File: src/rtl/multi_ch_pattern_pwm.sv
// Multi-channel pattern PWM: each channel shifts out a pattern MSB-first with shadowed reloads.
// Optional build macro PWM_SYNC_START_EN adds sync_start; START then arms and sync_start launches.
module multi_ch_pattern_pwm #(
    parameter int CH_NUM    = 4,
    parameter int PAT_WIDTH = 32,
    parameter int LEN_WIDTH = 8,
    parameter int GAP_WIDTH = 17,
    parameter int REP_WIDTH = 8
) (
    input  logic                 sys_clk,
    input  logic                 sys_rst,
    input  logic                 cfg_wr,
    input  logic [7:0]           cfg_ch,
    input  logic [1:0]           cfg_cmd,
    input  logic [PAT_WIDTH-1:0] cfg_pat,
    input  logic [LEN_WIDTH-1:0] cfg_bit_len,
    input  logic [GAP_WIDTH-1:0] cfg_gap,
    input  logic [REP_WIDTH-1:0] cfg_rep,
`ifdef PWM_SYNC_START_EN
    input  logic                 sync_start,
`endif
    output logic                 cfg_ack,
    output logic                 cfg_err,
    output logic [CH_NUM-1:0]    pwm_out,
    output logic [CH_NUM-1:0]    pwm_busy,
    output logic [CH_NUM-1:0]    pwm_valid,
    output logic [CH_NUM-1:0]    pwm_done
);
    localparam int IDX_W = $clog2(PAT_WIDTH);
    localparam logic [IDX_W-1:0] IDX_MSB = IDX_W'(PAT_WIDTH - 1);
    localparam logic [1:0] CMD_LOAD  = 2'b00;
    localparam logic [1:0] CMD_START = 2'b01;
    localparam logic [1:0] CMD_STOP  = 2'b10;
    localparam logic [1:0] CMD_LDST  = 2'b11;

    typedef enum logic [1:0] {IDLE, SHIFT, GAP, ARMED} state_t;

    function automatic logic [LEN_WIDTH-1:0] eff_len(input logic [LEN_WIDTH-1:0] len);
        return (len == '0) ? LEN_WIDTH'(1) : len;
    endfunction

    logic cfg_bcast;
    logic cfg_ok;
    assign cfg_bcast = (cfg_ch == 8'hFF);
    assign cfg_ok    = cfg_wr && (cfg_bcast || (32'(cfg_ch) < CH_NUM));

    always_ff @(posedge sys_clk) begin
        if (sys_rst) begin
            cfg_ack <= 1'b0;
            cfg_err <= 1'b0;
        end else begin
            cfg_ack <= cfg_ok;
            cfg_err <= cfg_wr && !cfg_ok;
        end
    end

    for (genvar i = 0; i < CH_NUM; i++) begin : g_ch
        state_t               state;
        logic [PAT_WIDTH-1:0] sh_pat, act_pat, nx_pat;
        logic [LEN_WIDTH-1:0] sh_len, act_len, nx_len, len_cnt;
        logic [GAP_WIDTH-1:0] sh_gap, act_gap, nx_gap, gap_cnt;
        logic [REP_WIDTH-1:0] sh_rep, act_rep, nx_rep, rep_cnt, rep_inc;
        logic [IDX_W-1:0]     idx;
        logic                 out_q, busy_q, valid_q, done_q;
        logic                 hit, is_load, is_start, is_stop;

        assign hit      = cfg_ok && (cfg_bcast || cfg_ch == 8'(i));
        assign is_load  = hit && (cfg_cmd == CMD_LOAD || cfg_cmd == CMD_LDST);
        assign is_start = hit && (cfg_cmd == CMD_START || cfg_cmd == CMD_LDST);
        assign is_stop  = hit && (cfg_cmd == CMD_STOP);

        // Shadow as it will stand after this edge, so a same-cycle LOAD reaches a boundary reload
        assign nx_pat  = is_load ? cfg_pat     : sh_pat;
        assign nx_len  = is_load ? cfg_bit_len : sh_len;
        assign nx_gap  = is_load ? cfg_gap     : sh_gap;
        assign nx_rep  = is_load ? cfg_rep     : sh_rep;
        assign rep_inc = (rep_cnt == '1) ? rep_cnt : rep_cnt + 1'b1;

        always_ff @(posedge sys_clk) begin
            if (sys_rst) begin
                state   <= IDLE;
                sh_pat  <= '0;
                sh_len  <= LEN_WIDTH'(1);
                sh_gap  <= '0;
                sh_rep  <= REP_WIDTH'(1);
                act_pat <= '0;
                act_len <= LEN_WIDTH'(1);
                act_gap <= '0;
                act_rep <= REP_WIDTH'(1);
                len_cnt <= '0;
                gap_cnt <= '0;
                rep_cnt <= '0;
                idx     <= '0;
                out_q   <= 1'b0;
                busy_q  <= 1'b0;
                valid_q <= 1'b0;
                done_q  <= 1'b0;
            end else begin
                done_q <= 1'b0;
                case (state)
                    SHIFT: begin
                        if (len_cnt > LEN_WIDTH'(1)) begin
                            len_cnt <= len_cnt - 1'b1;
                        end else if (idx != '0) begin
                            idx     <= idx - 1'b1;
                            len_cnt <= eff_len(act_len);
                            out_q   <= act_pat[idx - 1'b1];
                        end else begin
                            rep_cnt <= rep_inc;
                            if (act_rep != '0 && rep_inc == act_rep) begin
                                state   <= IDLE;
                                out_q   <= 1'b0;
                                busy_q  <= 1'b0;
                                valid_q <= 1'b1;
                                done_q  <= 1'b1;
                            end else if (act_gap != '0) begin
                                state   <= GAP;
                                gap_cnt <= act_gap;
                                out_q   <= 1'b0;
                            end else begin
                                act_pat <= nx_pat;
                                act_len <= nx_len;
                                act_gap <= nx_gap;
                                act_rep <= nx_rep;
                                idx     <= IDX_MSB;
                                len_cnt <= eff_len(nx_len);
                                out_q   <= nx_pat[PAT_WIDTH-1];
                            end
                        end
                    end
                    GAP: begin
                        if (gap_cnt > GAP_WIDTH'(1)) begin
                            gap_cnt <= gap_cnt - 1'b1;
                        end else begin
                            state   <= SHIFT;
                            act_pat <= nx_pat;
                            act_len <= nx_len;
                            act_gap <= nx_gap;
                            act_rep <= nx_rep;
                            idx     <= IDX_MSB;
                            len_cnt <= eff_len(nx_len);
                            out_q   <= nx_pat[PAT_WIDTH-1];
                        end
                    end
`ifdef PWM_SYNC_START_EN
                    ARMED: begin
                        if (sync_start) begin
                            state   <= SHIFT;
                            idx     <= IDX_MSB;
                            len_cnt <= eff_len(act_len);
                            out_q   <= act_pat[PAT_WIDTH-1];
                        end
                    end
`endif
                    default: ;
                endcase

                // Config writes override whatever the run logic decided this cycle
                if (is_load) begin
                    sh_pat  <= cfg_pat;
                    sh_len  <= cfg_bit_len;
                    sh_gap  <= cfg_gap;
                    sh_rep  <= cfg_rep;
                    valid_q <= 1'b0;
                    if (state == IDLE) begin
                        act_pat <= cfg_pat;
                        act_len <= cfg_bit_len;
                        act_gap <= cfg_gap;
                        act_rep <= cfg_rep;
                    end
                end
                if (is_start) begin
                    act_pat <= nx_pat;
                    act_len <= nx_len;
                    act_gap <= nx_gap;
                    act_rep <= nx_rep;
                    rep_cnt <= '0;
                    busy_q  <= 1'b1;
                    valid_q <= 1'b0;
                    done_q  <= 1'b0;
`ifdef PWM_SYNC_START_EN
                    state   <= ARMED;
                    out_q   <= 1'b0;
`else
                    state   <= SHIFT;
                    idx     <= IDX_MSB;
                    len_cnt <= eff_len(nx_len);
                    out_q   <= nx_pat[PAT_WIDTH-1];
`endif
                end
                if (is_stop) begin
                    state   <= IDLE;
                    out_q   <= 1'b0;
                    busy_q  <= 1'b0;
                    done_q  <= 1'b0;
                    valid_q <= valid_q;
                end
            end
        end

        assign pwm_out[i]   = out_q;
        assign pwm_busy[i]  = busy_q;
        assign pwm_valid[i] = valid_q;
        assign pwm_done[i]  = done_q;
    end
endmodule

File: config.mk
export PLATFORM = sky130hd
export DESIGN_NAME = multi_ch_pattern_pwm
export DESIGN_NICKNAME = d
export VERILOG_FILES = /design/src/rtl/multi_ch_pattern_pwm.sv
export SDC_FILE = /design/constraint.sdc
export NUM_CORES = 2
export LEC_CHECK = 0
export BUFFER_PORTS_ARGS = -buffer_cell sky130_fd_sc_hd__buf_2
export CORE_MARGIN = 2
export CORE_UTILIZATION = 25
export CTS_BUF_LIST = sky130_fd_sc_hd__clkbuf_8 sky130_fd_sc_hd__clkbuf_16
export DETAILED_ROUTE_END_ITERATION = 7
export SYNTH_ARGS = -nofsm -noshare
export SYNTH_HDL_FRONTEND = slang
export SYNTH_SLANG_ARGS = --single-unit
File: constraint.sdc
create_clock -name sys_clk -period 4.7 [get_ports sys_clk]
set_clock_uncertainty 0.1 [all_clocks]
set_input_delay 0.235 -clock sys_clk [delete_from_list [all_inputs] [get_ports sys_clk]]
set_output_delay 0.235 -clock sys_clk [all_outputs]
set_load 0.005 [all_outputs]
==> qor.csv <==
metric,value,unit
outcome,finished clean,
crit_fanout,28,
synthesis.area,34600,um^2
hold_buffers,66,
grt_max_degree,83,
p_sw,0.00335,W
ys_seq_area_frac,0.403,
reg2reg_slack,0.74,ns
vias,31300,
r2r_start,g_ch[2].rep_cnt[0]$_SDFFE_PP0P_,
clkSinkCount,698,
finalInstanceArea,39900,um^2
ios,96,
cts_max_level,3,
syn_avg_cell_area,8.46,um^2
clkTransAtPathRegs,0.06,ns
hp-class,in -> reg,
clock-root-buffer,clkbuf_16,
cts_resized,0,
port_buffers,95,
r2r-end,g_ch[2].act_pat[23]$_SDFF_PP0_,
path_buf_inv,2,
report.final.slew_viol_count,0,
rsz0062_at_grt,false,
worst_setup_path_start_kind,flop,
clkLatencyLatePin,0.65,ns
drive_gt1_frac,0.105,
holdPathEnd,g_ch[1].valid_q$_SDFFE_PP0P_,
synth_nets,4214,
vias_per_cell,5.31,
crit_arrival,4.45,ns
internal_power,0.0101,W
yosysTopAreaCell,dfxtp_1,
drt_iter0_markers,2915,
max_stage_delay,0.59,ns
layout.nets,4157,
gp_congestion,0.897,
synth_top_area_frac,0.403,
async_reset_ff_frac,0,
clock_path_buffers,3,
final_core_utilization,0.290,
postCtsSetupRepairBufs,0,
ant_nets,0,
crit_required,5.18,ns
dpl_cell_area,36500,um^2
cap_violations,0,
min_path_cells,3,
yosys_register_bits,698,
hpwl,77.9,mm
ys_top_cells_by_area,"dfxtp_1 40%, nand2_1 5.9%, a21oi_1 5.3%, mux2i_1 5.3%, nor2_1 3.2%",
first_global_vias,29000,
endpoint_kind,flop,
slew_headroom,0.256,
min_period,3.96,ns
hold_violations,0,
p_seq_frac,0.446,
drtPass1Iterations,6,
synthDistinctLibCells,101,
initial_core_util,0.252,
fmax,252,MHz
wl_per_cell,19.1,um
synth_edf_count,0,
yosysWarnings,0,
multi_input_area,18700,um^2
core_area,137000,um^2
worst_slew_pin_slew,1.11,ns
die_area,142000,um^2
syn_inst,4097,
wirelength,113,mm
antenna_found_initial,10,
grt-ovfl-total,0,
fin_crit_sh,0.844,
regArea,14000,um^2
p_per_area,336,nW/um^2
die_y,376,um
swShare,0.250,
cp_cell_sequence,ha_1 -> nand3_1 -> or4_1 -> and3_1 -> a2111oi_4 -> nor2b_1 -> o21a_1 -> buf_4 -> and3b_2 -> buf_12 -> a221o_1,
fillCellCount,14600,
cts_tree,done,
area_delta_synth_final,15.1,%
grt_util_all_layers,0.153,
worstHoldStart,cfg_ch[0],
crit_path_top_delay_cell,or4_1,
grt_pass1_wl,173,mm
numCtsBuffers,80,
clockPowerShare,0.475,
critPathTopFamily,simple AND/OR/NAND/NOR gates,
leakage,15.7,nW
num_rows,136,
reg2reg_depth,11,
finalSetupTns,0,ns
critical_path_class,reg -> reg,
finalSetupViolCount,0,
synth_flop_cell,dfxtp_1,
ir_drop,0.273,mV
die_w,376,um
comb_power_share,0.079,
drc_errors,0,
-- tightest hold or removal path: stages --
cell      delay [ns]
buf_2           0.16
nand4_1         0.27
a221oi_1        0.11
-- synth_stat cells (17+ instances only) --
cell / instances
nand4_1: 29
nor4_1: 54
or4_1: 17
nand3_1: 77
a221o_1: 51
a21oi_1: 365
inv_1: 141
mux2_2: 17
a211oi_1: 31
a221oi_1: 18
ha_1: 39
buf_4: 20
buf_2: 65
o21ai_0: 113
xor2_1: 33
a22o_1: 49
o311ai_0: 19
nor2_1: 294
nor3_1: 134
a31oi_1: 23
o211ai_1: 20
nand2b_1: 43
dfxtp_1: 698
clkbuf_1: 260
or3_1: 32
a222oi_1: 54
buf_1: 19
o221ai_1: 36
mux4_2: 35
mux2i_1: 182
o32ai_1: 81
a21o_1: 63
and2_1: 79
and3_1: 44
o22ai_1: 37
xnor2_1: 31
a311oi_1: 26
nand2_1: 549
-- power groups by stage --
stage               logic (W)  registers [W]  clock network (W)
finish                0.00106        0.00598            0.00637
global route          0.00113        0.00598            0.00673
CTS                   0.00104        0.00598            0.00649
detailed placement   0.000992        0.00611                  0
global placement     0.000988        0.00611                  0
floorplan            0.000659        0.00610                  0
-- layout make-up --
| cell class | instances | share of cell area |
|---|---|---|
| antenna | 5 | 0.000314 |
| clock buffer | 101 | 0.0575 |
| clock inverter | 41 | 0.00995 |
| inverter | 142 | 0.0134 |
| multi-input combinational | 2884 | 0.469 |
| sequential | 698 | 0.351 |
| tap | 1794 | 0.0563 |
| timing repair buffer | 234 | 0.0435 |
-- cell families (layout without fill, tap and decap cells) --
group                      Yosys count  count (layout)  share of synthesized area
buffers and inverters              515             518                     0.0621
muxes                              234             234                     0.0809
AOI/OAI and AO/OA                 1119            1119                      0.228
xor gates and xnor gates            64              64                     0.0162
other                                0               5                          0
DFF                                698             698                      0.403
and+or+nand+nor                   1428            1428                      0.195
adders and majority gates           39              39                     0.0141
-- layer usage --
layer  GRT usage  share of wire  up-vias
li1            -              -    14800
met1       0.212           0.46    15200
met2       0.239           0.44     1037
met3      0.0280          0.068      190
met4      0.0473          0.029        4
met5           0        0.00021        -
-- registers in the layout (all words and copies together) (netlist names), 8 cells and up --
| register | count |
|---|---|
| g_ch.sh_rep | 32 |
| g_ch.sh_len | 32 |
| g_ch.rep_cnt | 32 |
| g_ch.sh_pat | 128 |
| g_ch.act_rep | 32 |
| g_ch.act_pat | 128 |
| g_ch.act_gap | 68 |
| g_ch.state | 8 |
| g_ch.idx | 20 |
| g_ch.sh_gap | 68 |
| g_ch.gap_cnt | 68 |
| g_ch.len_cnt | 32 |
| g_ch.act_len | 32 |
-- how the worst max path moves through the flow --
stage,slack (ns),to,cells after the start,start
after global placement,0.88,g_ch[2].act_pat[23]$_SDFF_PP0_,11,g_ch[2].rep_cnt[0]$_SDFFE_PP0P_
after global routing,0.47,g_ch[2].act_pat[25]$_SDFF_PP0_,11,g_ch[2].rep_cnt[0]$_SDFFE_PP0P_
final,0.74,g_ch[2].act_pat[23]$_SDFF_PP0_,11,g_ch[2].rep_cnt[0]$_SDFFE_PP0P_
after CTS,0.75,g_ch[2].act_len[5]$_SDFF_PP0_,11,g_ch[2].rep_cnt[0]$_SDFFE_PP0P_
after detailed placement,0.78,g_ch[2].act_pat[23]$_SDFF_PP0_,11,g_ch[2].rep_cnt[0]$_SDFFE_PP0P_
after floorplan,1.40,g_ch[1].out_q$_SDFFE_PP0P_,10,g_ch[1].idx[0]$_SDFFE_PP0P_
-- metrics by stage --
step	std cells	power (W)	worst slack (ns)	hold WS, ns
after global placement	5685	0.00710	0.883	0.328
final	5899	0.0134	0.735	0.0856
after global routing	5899	0.0138	0.469	0.0795
after detailed placement	5685	0.00710	0.780	0.338
after CTS	5893	0.0135	0.750	0.00232
after floorplan	4097	0.00676	1.40	0.254
-- cell usage in the layout, fill, tap and decap left out, drive strengths merged, types with 43 or more instances in the layout --
| master | n |
|---|---|
| a21o | 63 |
| a21oi | 367 |
| a221o | 51 |
| a222oi | 54 |
| a22o | 49 |
| and2 | 80 |
| and3 | 44 |
| buf | 167 |
| clkbuf | 101 |
| dfxtp | 698 |
| dlygate4sd3 | 67 |
| inv | 160 |
| mux2i | 182 |
| nand2 | 550 |
| nand2b | 43 |
| nand3 | 78 |
| nor2 | 296 |
| nor3 | 135 |
| nor4 | 57 |
| o21ai | 121 |
| o32ai | 81 |
(Power assumes the default switching activity.)
